**src/rtl/bsg_lru_pkg.sv**
```systemverilog
// Purpose: shared pseudo-tree-LRU encoding constants and heap node-index helpers.
// Latency: n/a (package only).
// Backpressure: n/a.
// Contents: LRU_DIR_LEFT/RIGHT bit meaning, lru_left/lru_right child index, lru_level depth of a node.
package bsg_lru_pkg;

  // A tree bit of 0 steers the victim walk towards the lower-numbered ways.
  localparam logic LRU_DIR_LEFT  = 1'b0;
  localparam logic LRU_DIR_RIGHT = 1'b1;

  function automatic int lru_left(input int n);
    return 2 * n + 1;
  endfunction

  function automatic int lru_right(input int n);
    return 2 * n + 2;
  endfunction

  // Depth of node n in the heap (root is level 0), i.e. floor(log2(n+1)).
  function automatic int lru_level(input int n);
    int lvl;
    lvl = 0;
    for (int i = 1; i < 31; i++) begin
      if (((n + 1) >> i) != 0) lvl = i;
    end
    return lvl;
  endfunction

endpackage

```
**src/rtl/bsg_lru_pseudo_tree_tracker_if.sv**
```systemverilog
// Purpose: touch / allocate / victim bundle between a cache controller and the LRU tracker.
// Latency: n/a (wires only).
// Backpressure: alloc is valid/ready, victim is valid/yumi, touch is always accepted.
// Modports: master = controller side, slave = tracker side. lock_mask_i exists only with BSG_LRU_TREE_LOCK_EN.
interface bsg_lru_pseudo_tree_tracker_if #(
  parameter int ways_p = 8,
  parameter int sets_p = 64
);
  localparam int lg_ways_lp = $clog2(ways_p);
  localparam int lg_sets_lp = (sets_p > 1) ? $clog2(sets_p) : 1;

  logic                  touch_v_i;
  logic [lg_sets_lp-1:0] touch_set_i;
  logic [lg_ways_lp-1:0] touch_way_i;
  logic                  alloc_v_i;
  logic [lg_sets_lp-1:0] alloc_set_i;
  logic                  alloc_ready_o;
  logic                  victim_v_o;
  logic [lg_ways_lp-1:0] victim_way_o;
  logic                  victim_yumi_i;
`ifdef BSG_LRU_TREE_LOCK_EN
  logic [ways_p-1:0]     lock_mask_i;
`endif

  modport master (
`ifdef BSG_LRU_TREE_LOCK_EN
    output lock_mask_i,
`endif
    output touch_v_i, touch_set_i, touch_way_i,
    output alloc_v_i, alloc_set_i, victim_yumi_i,
    input  alloc_ready_o, victim_v_o, victim_way_o
  );

  modport slave (
`ifdef BSG_LRU_TREE_LOCK_EN
    input  lock_mask_i,
`endif
    input  touch_v_i, touch_set_i, touch_way_i,
    input  alloc_v_i, alloc_set_i, victim_yumi_i,
    output alloc_ready_o, victim_v_o, victim_way_o
  );

endinterface

```
**src/rtl/bsg_lru_pseudo_tree_encode.sv**
```systemverilog
// Purpose: walks one set's pseudo-LRU tree from the root to a victim way.
// Latency: combinational.
// Backpressure: none.
// Ports: tree_i (ways_p-1 tree bits), lock_mask_i (only with BSG_LRU_TREE_LOCK_EN), way_o (victim way).
module bsg_lru_pseudo_tree_encode
  import bsg_lru_pkg::*;
#(
  parameter  int ways_p     = 8,
  localparam int lg_ways_lp = $clog2(ways_p)
) (
`ifdef BSG_LRU_TREE_LOCK_EN
  input  logic [ways_p-1:0]     lock_mask_i,
`endif
  input  logic [ways_p-2:0]     tree_i,
  output logic [lg_ways_lp-1:0] way_o
);

  logic [ways_p-1:0] lock_eff;

`ifdef BSG_LRU_TREE_LOCK_EN
  // With every way locked there is nothing to steer towards, so fall back to the plain tree.
  assign lock_eff = (&lock_mask_i) ? '0 : lock_mask_i;
`else
  assign lock_eff = '0;
`endif

  function automatic logic [lg_ways_lp-1:0] walk(input logic [ways_p-2:0] tree,
                                                 input logic [ways_p-1:0] lock);
    int                node;
    int                prefix;
    int                sz;
    logic              dir;
    logic [ways_p-2:0] tsh;
    logic [ways_p-1:0] sub;
    logic [ways_p-1:0] ones;
    node   = 0;
    prefix = 0;
    ones   = '1;
    for (int l = 0; l < lg_ways_lp; l++) begin
      tsh = tree >> node;
      dir = tsh[0];
      // sz = number of ways under each child of this node.
      sz  = ways_p >> (lru_level(node) + 1);
      sub = lock >> (((prefix << 1) | int'(dir)) * sz);
      // Pointed subtree fully locked: the sibling must hold an unlocked way.
      if ((sub | (ones << sz)) == ones) dir = ~dir;
      prefix = (prefix << 1) | int'(dir);
      node   = (dir == LRU_DIR_LEFT) ? lru_left(node) : lru_right(node);
    end
    return lg_ways_lp'(prefix);
  endfunction

  assign way_o = walk(tree_i, lock_eff);

endmodule

```
**src/rtl/bsg_lru_pseudo_tree_tracker.sv**
```systemverilog
// Purpose: per-set pseudo-tree-LRU state with hit touches and a registered victim allocator.
// Latency: victim_v_o one cycle after alloc accept; touches and yumi auto-touch take effect next cycle.
// Backpressure: alloc_ready_o high in IDLE, else only in the yumi cycle; victim held until yumi.
// Ports: clk_i, reset_n_i (async active-low), bus (slave modport: touch, alloc, victim, optional lock).
// Optional: BSG_LRU_TREE_LOCK_EN adds lock_mask_i, sampled at accept, steering the walk off locked ways.
module bsg_lru_pseudo_tree_tracker
  import bsg_lru_pkg::*;
#(
  parameter  int ways_p     = 8,
  parameter  int sets_p     = 64,
  localparam int lg_ways_lp = $clog2(ways_p),
  localparam int lg_sets_lp = (sets_p > 1) ? $clog2(sets_p) : 1
) (
  input logic clk_i,
  input logic reset_n_i,
  bsg_lru_pseudo_tree_tracker_if.slave bus
);

  localparam logic [0:0] ST_IDLE = 1'b0;
  localparam logic [0:0] ST_HOLD = 1'b1;

  logic [0:0]            state_q, state_d;
  logic [lg_sets_lp-1:0] set_q, set_d;
  logic                  set_ok_q, set_ok_d;
  logic [lg_ways_lp-1:0] victim_way_q, victim_way_d;
  logic [ways_p-2:0]     tree_q [sets_p];
  logic [ways_p-2:0]     tree_d [sets_p];

  logic                  touch_ok, alloc_ok, yumi, accept;
  logic [ways_p-2:0]     t_mask, t_data, v_mask, v_data;
  logic [ways_p-2:0]     alloc_tree;
  logic [lg_ways_lp-1:0] enc_way;

  function automatic logic set_in_range(input logic [lg_sets_lp-1:0] s);
    return (sets_p == 1) || (32'(s) < 32'(sets_p));
  endfunction

  // Single-set configurations ignore the set index entirely.
  function automatic logic [lg_sets_lp-1:0] set_idx(input logic [lg_sets_lp-1:0] s);
    return (sets_p == 1) ? '0 : s;
  endfunction

  // Nodes on the path to `way`, each written to point away from it.
  function automatic void path_bits(input  logic [lg_ways_lp-1:0] way,
                                    output logic [ways_p-2:0]     mask,
                                    output logic [ways_p-2:0]     data);
    int                    node;
    logic [lg_ways_lp-1:0] wsh;
    logic [ways_p-2:0]     one;
    node = 0;
    mask = '0;
    data = '0;
    one  = '0;
    one[0] = 1'b1;
    for (int l = 0; l < lg_ways_lp; l++) begin
      wsh  = way >> (lg_ways_lp - 1 - l);
      mask = mask | (one << node);
      if (wsh[0] == LRU_DIR_LEFT) data = data | (one << node);
      node = (wsh[0] == LRU_DIR_LEFT) ? lru_left(node) : lru_right(node);
    end
  endfunction

  assign bus.alloc_ready_o = (state_q == ST_IDLE) || bus.victim_yumi_i;
  assign bus.victim_v_o    = (state_q == ST_HOLD);
  assign bus.victim_way_o  = victim_way_q;

  assign accept   = bus.alloc_v_i && bus.alloc_ready_o;
  assign yumi     = bus.victim_yumi_i && (state_q == ST_HOLD);
  assign touch_ok = bus.touch_v_i && set_in_range(bus.touch_set_i);
  assign alloc_ok = set_in_range(bus.alloc_set_i);

  always_comb begin
    path_bits(bus.touch_way_i, t_mask, t_data);
    path_bits(victim_way_q, v_mask, v_data);
  end

  // Hit touch first, then the victim auto-touch, so the victim wins on shared nodes.
  always_comb begin
    for (int s = 0; s < sets_p; s++) begin
      tree_d[s] = tree_q[s];
      if (touch_ok && (set_idx(bus.touch_set_i) == lg_sets_lp'(s)))
        tree_d[s] = (tree_d[s] & ~t_mask) | (t_data & t_mask);
      if (yumi && set_ok_q && (set_q == lg_sets_lp'(s)))
        tree_d[s] = (tree_d[s] & ~v_mask) | (v_data & v_mask);
    end
  end

  // The walk reads the already-updated tree so same-cycle touches/yumi are seen.
  assign alloc_tree = alloc_ok ? tree_d[set_idx(bus.alloc_set_i)] : '0;

  bsg_lru_pseudo_tree_encode #(.ways_p(ways_p)) encode (
`ifdef BSG_LRU_TREE_LOCK_EN
    .lock_mask_i (bus.lock_mask_i),
`endif
    .tree_i      (alloc_tree),
    .way_o       (enc_way)
  );

  always_comb begin
    state_d      = state_q;
    set_d        = set_q;
    set_ok_d     = set_ok_q;
    victim_way_d = victim_way_q;
    if (accept) begin
      state_d      = ST_HOLD;
      set_d        = set_idx(bus.alloc_set_i);
      set_ok_d     = alloc_ok;
      victim_way_d = alloc_ok ? enc_way : '0;
    end else if (yumi) begin
      state_d = ST_IDLE;
    end
  end

  always_ff @(posedge clk_i or negedge reset_n_i) begin
    if (!reset_n_i) begin
      state_q      <= ST_IDLE;
      set_q        <= '0;
      set_ok_q     <= 1'b0;
      victim_way_q <= '0;
      for (int s = 0; s < sets_p; s++) tree_q[s] <= '0;
    end else begin
      state_q      <= state_d;
      set_q        <= set_d;
      set_ok_q     <= set_ok_d;
      victim_way_q <= victim_way_d;
      for (int s = 0; s < sets_p; s++) tree_q[s] <= tree_d[s];
    end
  end

endmodule
```
**src/flat_wrapper.sv**
```systemverilog
// flat-port wrapper written by rule: the top's interface ports become plain ports
module bsg_lru_pseudo_tree_tracker_flat import bsg_lru_pkg::*;
#(
  parameter  int ways_p     = 8,
  parameter  int sets_p     = 64,
  localparam int lg_ways_lp = $clog2(ways_p),
  localparam int lg_sets_lp = (sets_p > 1) ? $clog2(sets_p) : 1
)
  (clk_i, reset_n_i, bus_touch_v_i, bus_touch_set_i, bus_touch_way_i, bus_alloc_v_i, bus_alloc_set_i, bus_victim_yumi_i, bus_alloc_ready_o, bus_victim_v_o, bus_victim_way_o);
  bsg_lru_pseudo_tree_tracker_if #(.ways_p(ways_p), .sets_p(sets_p)) bus_i ();
  input logic clk_i;
  input logic reset_n_i;
  input wire logic [$bits(bus_i.touch_v_i)-1:0] bus_touch_v_i;
  input wire logic [$bits(bus_i.touch_set_i)-1:0] bus_touch_set_i;
  input wire logic [$bits(bus_i.touch_way_i)-1:0] bus_touch_way_i;
  input wire logic [$bits(bus_i.alloc_v_i)-1:0] bus_alloc_v_i;
  input wire logic [$bits(bus_i.alloc_set_i)-1:0] bus_alloc_set_i;
  input wire logic [$bits(bus_i.victim_yumi_i)-1:0] bus_victim_yumi_i;
  output wire logic [$bits(bus_i.alloc_ready_o)-1:0] bus_alloc_ready_o;
  output wire logic [$bits(bus_i.victim_v_o)-1:0] bus_victim_v_o;
  output wire logic [$bits(bus_i.victim_way_o)-1:0] bus_victim_way_o;
  assign bus_i.touch_v_i = bus_touch_v_i;
  assign bus_i.touch_set_i = bus_touch_set_i;
  assign bus_i.touch_way_i = bus_touch_way_i;
  assign bus_i.alloc_v_i = bus_alloc_v_i;
  assign bus_i.alloc_set_i = bus_alloc_set_i;
  assign bus_i.victim_yumi_i = bus_victim_yumi_i;
  assign bus_alloc_ready_o = bus_i.alloc_ready_o;
  assign bus_victim_v_o = bus_i.victim_v_o;
  assign bus_victim_way_o = bus_i.victim_way_o;
  bsg_lru_pseudo_tree_tracker #(.ways_p(ways_p), .sets_p(sets_p)) u_core (.clk_i(clk_i), .reset_n_i(reset_n_i), .bus(bus_i));
endmodule
```
**config.mk**
```make
export PLATFORM = sky130hd
export DESIGN_NAME = bsg_lru_pseudo_tree_tracker_flat
export DESIGN_NICKNAME = d
export VERILOG_FILES = /design/src/rtl/bsg_lru_pkg.sv /design/src/rtl/bsg_lru_pseudo_tree_tracker_if.sv /design/src/rtl/bsg_lru_pseudo_tree_encode.sv /design/src/rtl/bsg_lru_pseudo_tree_tracker.sv /design/src/flat_wrapper.sv
export SDC_FILE = /design/constraint.sdc
export NUM_CORES = 1
export LEC_CHECK = 0
export ABC_AREA = 1
export BUFFER_PORTS_ARGS = -buffer_cell sky130_fd_sc_hd__buf_4
export CAP_MARGIN = 40
export CORE_ASPECT_RATIO = 1.25
export CORE_MARGIN = 1
export CORE_UTILIZATION = 40
export CTS_CLUSTER_SIZE = 8
export DETAILED_ROUTE_END_ITERATION = 16
export PLACE_DENSITY = 0.54
export SKIP_LAST_GASP = 1
export SYNTH_ARGS = -nofsm -noshare
export SYNTH_HDL_FRONTEND = slang
export SYNTH_SLANG_ARGS = --single-unit
```
**constraint.sdc**
```tcl
create_clock -name clk_i -period 5 [get_ports clk_i]
set_input_delay 0.5 -clock clk_i [delete_from_list [all_inputs] [get_ports clk_i]]
set_output_delay 0.5 -clock clk_i [all_outputs]
set_load 0.1 [all_outputs]
```
[After elaboration in Yosys (flattened, before gate mapping)]
Cells that the tools add are included.
Word-level totals
  memories kept: 0
  latch bits: 0
  register bits: 459
  logic and storage cells: 903
  memory bits (read-only): 0
  RAM bits: 0
Cells by class
  $mul: 2
  shifts and indexed selects: 13
  multiplexer cells: 208
  add/sub/neg operators: 10
  bitwise gates (word level): 277
  order comparisons: 1
  div/mod/pow operators: 0
  reduce and logical (&&, ||, !) cells: 195
  equality and inequality tests: 129
Operator list (number)
  $reduce_bool 32->1 const A: 54
  $mux 7: 134
  $or 7x7->7: 132
  $and 7x7->7: 130
  $eq 6x6->1 const B: 64
  $eq 6x5->1 const B: 32
  $reduce_bool 32->1: 6
  $mux 5: 30
  $logic_and 1x1->1: 131
  $shl 1x32->7 const A: 4
  $eq 6x4->1 const B: 16
  $mux 4: 17
  $add 32x2->32 const B: 2
  $add 32x3->32 const B: 2
  $mux 32: 2
  $shl 8x32->8 const A: 2
  $shr 1x32->8 const A: 2
  $shr 4x6->32 const A: 2
  $eq 6x3->1 const B: 8
  $bmux 7 s6: 1
  $mul 3x32->32: 1
  $mul 4x32->32: 1
  $eq 6x2->1 const B: 4
  $mux 3: 8
  other kinds (24): 50

[Longest topological paths before layout]
  word-level depth: 99
  gate-level depth with buffers: 21
  mapped depth without buffers: 20

[Hierarchy]
A second synthesis with hierarchy kept.
Unflattened totals
  cells, all modules: 5557
  area total of the unflattened synthesis: 33214.4 um2
By module, submodules not included
  bsg_lru_pseudo_tree_tracker: cells each 5512, area an instance 32984.1 um2, instances 1
  bsg_lru_pseudo_tree_encode: cells each 45, area an instance 230.2 um2, instances 1

[Least setup slack after synthesis]
OpenSTA, ideal clock, no wires.
  kind: register to register
  start point: register u_core.state_q (netlist: u_core.bus.victim_v_o)
  end point: register u_core.victim_way_q[0] (netlist: u_core.bus.victim_way_o[0])
  path slack: 2.053 ns
  data arrival time: 2.870 ns
  stages on the path, launching flop included: 18
  path buffers: 1
  setup time: 0.077 ns
  data required time: 4.923 ns
  clock period less this slack: 2.947 ns
  path through: dfrtp_1 -> nand3_1 -> nor2_1 -> buf_4 -> nand2_1 -> clkinv_1 -> nand2_1 -> nand2_1 -> nand3_1 -> nand3_1 -> nand3_1 -> nand3_1 -> nand3_1 -> nand3_1 -> nand2_1 -> nor3_1 -> nor2_1 -> a21oi_1
On the way
  word-level cells in the longest chain between the ends: 91
  elaborated cells between the ends (all ways): 236
  those cells by class: add/sub: 6; mul: 2; eq/ne: 3; shift: 9; mux: 132; bitwise: 10; reduce/logical: 74
Ends and longest elaborated chain
  start: declaration: RTL line bsg_lru_pseudo_tree_tracker.sv:22  | logic [0:0] state_q, state_d;
  start signal: assignment: RTL line bsg_lru_pseudo_tree_tracker.sv:122  | state_q <= state_d;
  $logic_and 1x1->1: RTL line bsg_lru_pseudo_tree_tracker.sv:68  | assign yumi = bus.victim_yumi_i && (state_q == ST_HOLD);
  $logic_and 1x1->1 (2 in series): RTL line bsg_lru_pseudo_tree_tracker.sv:83  | if (yumi && set_ok_q && (set_q == lg_sets_lp'(s)))
  $mux 7: RTL line bsg_lru_pseudo_tree_tracker.sv:83
  $bmux 7 s6: RTL line bsg_lru_pseudo_tree_tracker.sv:89  | assign alloc_tree = alloc_ok ? tree_d[set_idx(bus.alloc_set_i)] : '0;
  $mux 7 (implied by the code) (2 in series): RTL line bsg_lru_pseudo_tree_tracker.sv:89
  $shr 1x3->4: RTL line bsg_lru_pseudo_tree_encode.sv:44  | sub = lock >> (((prefix << 1) | int'(dir)) * sz);
  $eq 4x4->1: RTL line bsg_lru_pseudo_tree_encode.sv:46  | if ((sub | (ones << sz)) == ones) dir = ~dir;
  $mux 1: RTL line bsg_lru_pseudo_tree_encode.sv:46
  [73 not listed]
  $add 5x1->6: RTL line bsg_lru_pseudo_tree_encode.sv:43  | sz = ways_p >> (lru_level(node) + 1);
  $shr 4x6->32: RTL line bsg_lru_pseudo_tree_encode.sv:43
  $mul 4x32->32: RTL line bsg_lru_pseudo_tree_encode.sv:44
  $shr 1x32->8: RTL line bsg_lru_pseudo_tree_encode.sv:44
  $or 8x8->8: RTL line bsg_lru_pseudo_tree_encode.sv:46
  $eq 8x8->1: RTL line bsg_lru_pseudo_tree_encode.sv:46
  $mux 1: RTL line bsg_lru_pseudo_tree_encode.sv:46
  $or 3x1->3: RTL line bsg_lru_pseudo_tree_encode.sv:47  | prefix = (prefix << 1) | int'(dir);
  end signal: assignment: RTL line bsg_lru_pseudo_tree_tracker.sv:125  | victim_way_q <= victim_way_d;
  end: declaration: RTL line bsg_lru_pseudo_tree_tracker.sv:25  | logic [lg_ways_lp-1:0] victim_way_q, victim_way_d;
Parallel ways exist; a longest one is shown, timed or not. The select of a mux whose other input is x is not followed.
A chain may end at the register's enable or synchronous reset.

[Worst setup path in the final report]
  start point: register u_core.victim_way_q[2] (netlist: u_core.bus.victim_way_o[2])
  end point: register u_core.victim_way_q[0] (netlist: u_core.bus.victim_way_o[0])
On the way
  word-level cells in the longest chain between the ends: 96
  elaborated cells between the ends (all ways): 309
  those cells by class: add/sub: 8; mul: 2; eq/ne: 3; shift: 11; mux: 137; bitwise: 142; reduce/logical: 6
Ends and longest elaborated chain
  $mux 2: RTL line bsg_lru_pseudo_tree_tracker.sv:59  | node = (wsh[0] == LRU_DIR_LEFT) ? lru_left(node) : lru_right(node);
  $add 32x2->32, or another cell as far along: RTL line bsg_lru_pkg.sv:12  | return 2 * n + 1;
  $mux 32 or $or 1x7->7 (tied branches): RTL line bsg_lru_pseudo_tree_tracker.sv:59, bsg_lru_pseudo_tree_tracker.sv:58
  $shl 1x32->7 or $mux 7 (tied branches): RTL line bsg_lru_pseudo_tree_tracker.sv:57, bsg_lru_pseudo_tree_tracker.sv:58
  $or 7x7->7, on equally long branches: RTL line bsg_lru_pseudo_tree_tracker.sv:58, bsg_lru_pseudo_tree_tracker.sv:57
  $mux 7 or $not 7->7 (tied branches): RTL line bsg_lru_pseudo_tree_tracker.sv:58, bsg_lru_pseudo_tree_tracker.sv:84
  $and 7x7->7: RTL line bsg_lru_pseudo_tree_tracker.sv:84  | tree_d[s] = (tree_d[s] & ~v_mask) | (v_data & v_mask);
  $or 7x7->7: RTL line bsg_lru_pseudo_tree_tracker.sv:84
  [80 not listed]
  $add 5x1->6: RTL line bsg_lru_pseudo_tree_encode.sv:43
  $shr 4x6->32: RTL line bsg_lru_pseudo_tree_encode.sv:43
  $mul 4x32->32: RTL line bsg_lru_pseudo_tree_encode.sv:44
  $shr 1x32->8: RTL line bsg_lru_pseudo_tree_encode.sv:44
  $or 8x8->8: RTL line bsg_lru_pseudo_tree_encode.sv:46
  $eq 8x8->1: RTL line bsg_lru_pseudo_tree_encode.sv:46
  $mux 1 *: RTL line bsg_lru_pseudo_tree_encode.sv:46
  $or 3x1->3 *: RTL line bsg_lru_pseudo_tree_encode.sv:47
Mark *: on every way between the ends. The rest lies on a longest branch, timed or not. The select of a mux whose other input is x is not followed.

==> reports/metrics.cfg <==
[run_status]
status=complete, no violations

[power]
power_density_nw_per_um2=366
p_leak_nw=18.8
switchingPower_mw=5.14
p_sw_share_pct=38.4
seqPwrFrac_pct=36.4
p_comb_share_pct=31.2
p_clk_share_pct=32.4
internal-power_mw=8.27
p_total_mw=13.4
vdd_drop_max_uv=278

[synthesis]
ys_top_cells_by_area=dfrtp_1, nand2_1, nand3_1
syn-num-nets=5444
synth.avg_cell_area_um2=6.08
syn_area_um2=33000
synthesis.instances=5424
synth.largest_area_cell=dfrtp_1
synth_top_cell_area_share_pct=34.8
ys_types=30
ys_ff_latch=459
yosysSeqAreaShare_pct=34.8
synth_warnings=0

[floorplanning]
die_y_um=323
core_area_um2=81500
pin_count=25
die_area_um2=83600
num_rows=117
die_w_um=259
start_util_pct=40.5

[worst_setup_path]
worstPathRequired_ns=5.55
end_kind=flop
regToRegStartpoint=u_core.bus.victim_way_o[2]$_DFFE_PN0P_
crit_path_top_delay_cell=dfrtp_4
rrSetupSlack_ns=1.24
critPathMaxStageDelay_ns=0.85
start_kind=flop
cp_data_arrival_time_ns=4.31
cp_max_fo=33
path_cells=nand2_1 > inv_2 > buf_4 > nand2_1 > nand2_1 > nand3_1 > nand3_1 > nand3_1 > nand3_1 > nand2_1 > nor2_1 > nor2_1 > nor3_1 > nor2_1 > a21oi_1
crit_type=reg2reg
reg2reg_depth=15
r2r_end=u_core.bus.victim_way_o[0]$_DFFE_PN0P_

[timing]
skew_ns=0.0289
setup_violations=0
slew_viol_final=0
max_slew.worst_pin.slew_ns=0.939
relSlewSlack_pct=37.3
fin_setup_tns_ns=0
rsz0062_at_grt=no
min_period_ns=3.76
fmax_mhz=266
hold_viol_final=0
fin_crit_sh_pct=75.2

[drt]
vias_per_cell=5.85
ant_nets=0
wl_met1_mm=61.7
vias=37600
drt-total-wl_mm=155
drtIter0Drc=4352
dr_wl_met3_mm=13.8
first_pass_iters=8
wl_met2_mm=69.6
wl_per_cell_um=24.2
drc=0
top_layer=met5

[cts]
clock-sinks=459
clk_pin_slew_worst_paths_ns=0.05
post_cts_buffers=0
cts_tree=yes
clock-root-buffer=clkbuf_16
cts-resized-gates=0
clockBufferDepth=3
clk_latency_ns=0.64
cts_made_buffers=67
ctsHtreeMaxLevel=3

[hold_path]
hold_start=bus_victim_yumi_i
min_path_cells=4
hold_end=u_core.bus.victim_v_o$_DFFE_PN0P_
hold_path.class=in2reg

[finish]
area_growth_syn_to_layout_pct=11.0
drive_above_1_share_pct=5.41
fin_nets=5372
nFillCells=8675

[global_routing]
grt_pass1_vias=35200
grt_pass1_wl_mm=229
grtUsageTotal_pct=36.8
grt_start_max_net_pins=116
grt_overflow=0
grt_antenna_before_repair=3

[placement]
gp_congestion=1.02
dp_hpwl_mm=101
portBuffers=24

[flow_run]
drv_cap=0

cells by family (layout without fill, tap and decap cells):
kind of cell           after synthesis  in the layout  synth area share [%]
AND/OR/NAND/NOR                   3787           3787                  48.1
buffers and inverters              687            624                  8.16
AO/OA/AOI/OAI                      491            491                  8.87
flip-flops                         459            459                  34.8
other                                0              2                     0
how the worst max path moves through the flow:
stage,startpoint,end,cells after the start
2_1_floorplan,u_core.bus.victim_v_o$_DFFE_PN0P_,u_core.bus.victim_way_o[0]$_DFFE_PN0P_,17
3_3_place_gp,bus_touch_v_i,u_core.bus.victim_way_o[0]$_DFFE_PN0P_,15
3_5_place_dp,bus_touch_way_i[1],u_core.bus.victim_way_o[0]$_DFFE_PN0P_,19
4_1_cts,u_core.bus.victim_way_o[2]$_DFFE_PN0P_,u_core.bus.victim_way_o[0]$_DFFE_PN0P_,15
5_1_grt,u_core.bus.victim_v_o$_DFFE_PN0P_,u_core.bus.victim_way_o[0]$_DFFE_PN0P_,17
6_report,u_core.bus.victim_way_o[2]$_DFFE_PN0P_,u_core.bus.victim_way_o[0]$_DFFE_PN0P_,15
area by class of cell:
class | count | area, um^2 | share of cell area, %
Antenna cell | 2 | 5.00 | 0.0137
Clock buffer | 77 | 1810 | 4.94
Clock inverter | 1 | 8.76 | 0.0239
Inverter | 384 | 1460 | 3.97
Multi-Input combinational cell | 4278 | 19000 | 51.8
Sequential cell | 459 | 11500 | 31.4
Tap cell | 1071 | 1340 | 3.66
Timing Repair Buffer | 162 | 1550 | 4.24
critical path: cells and delay by family (launching register included):
family          cells  cell delay (ns)
compound gates      1             0.12
buf+inv             2             0.83
simple gates       12             1.84
flops               1             0.85
repair_timing:
item / CTS / global route
setup endpoints to repair: 0 / 0
hold buffers: 1 / 0
endpoints found under the hold margin: 73 / 0
sequential cells by signal, indices dropped and copies added (netlist names):
signal	flops
u_core.tree_q	448
u_core.bus.victim_v_o	1
u_core.set_ok_q	1
u_core.set_q	6
u_core.bus.victim_way_o	3
layout by cell type (no fill, tap or decap), types with 4 or more instances in the layout:
master	count
nor2_2	18
clkbuf_1	5
a21oi_1	11
o22ai_1	40
a31oi_1	4
nand4_1	35
o21ai_1	6
buf_4	134
a21boi_0	123
nor2_4	10
inv_2	12
inv_1	339
nor2_1	174
a22oi_1	11
nand3_1	1148
and2_1	31
dfrtp_1	457
o21bai_1	15
buf_12	20
o211ai_1	14
nand2_1	2357
o21ai_0	265
clkbuf_16	71
clkinv_1	29
power groups by stage:
stage / Combinational, mW / Sequential, mW / Clock (mW)
after detailed placement: 4.07 / 4.92 / 0
after CTS: 4.08 / 4.86 / 4.39
after global routing: 4.59 / 4.96 / 4.52
final: 4.19 / 4.88 / 4.35
after floorplan: 2.62 / 4.87 / 0
after global placement: 4.03 / 4.91 / 0
layer usage:
layer	global-route usage (%)	up-vias
li1	-	17400
met1	46.6	17800
met2	58.5	1951
met3	5.71	491
met4	23.4	2
met5	0	-
Yosys cell counts:
master / instances
a21boi_0: 123
a21oi_1: 11
a22oi_1: 11
a31oi_1: 4
and2_1: 31
buf_1: 66
buf_2: 79
buf_4: 4
clkbuf_1: 154
clkinv_1: 30
dfrtp_1: 459
inv_1: 343
inv_2: 11
nand2_1: 2362
nand2_2: 1
nand3_1: 1151
nand3_2: 1
nand3b_1: 2
nand4_1: 35
nor2_1: 186
nor2_2: 15
nor2_4: 1
nor3_1: 2
o211ai_1: 14
o21a_1: 1
o21ai_0: 265
o21ai_1: 6
o21bai_1: 15
o221ai_1: 1
o22ai_1: 40
metrics by stage:
stage	hold slack [ns]	instance area, um^2	std cells	utilization [%]	worst slack (ns)
after CTS	0.159	36600	6431	44.9	1.34
after floorplan	0.204	33000	5424	-	2.05
after global routing	0.210	36600	6433	44.9	1.11
after detailed placement	0.481	34800	6352	42.6	0.999
final	0.173	36600	6434	44.9	1.24
after global placement	0.474	34600	6343	42.5	0.993
(Power assumes the default switching activity.)
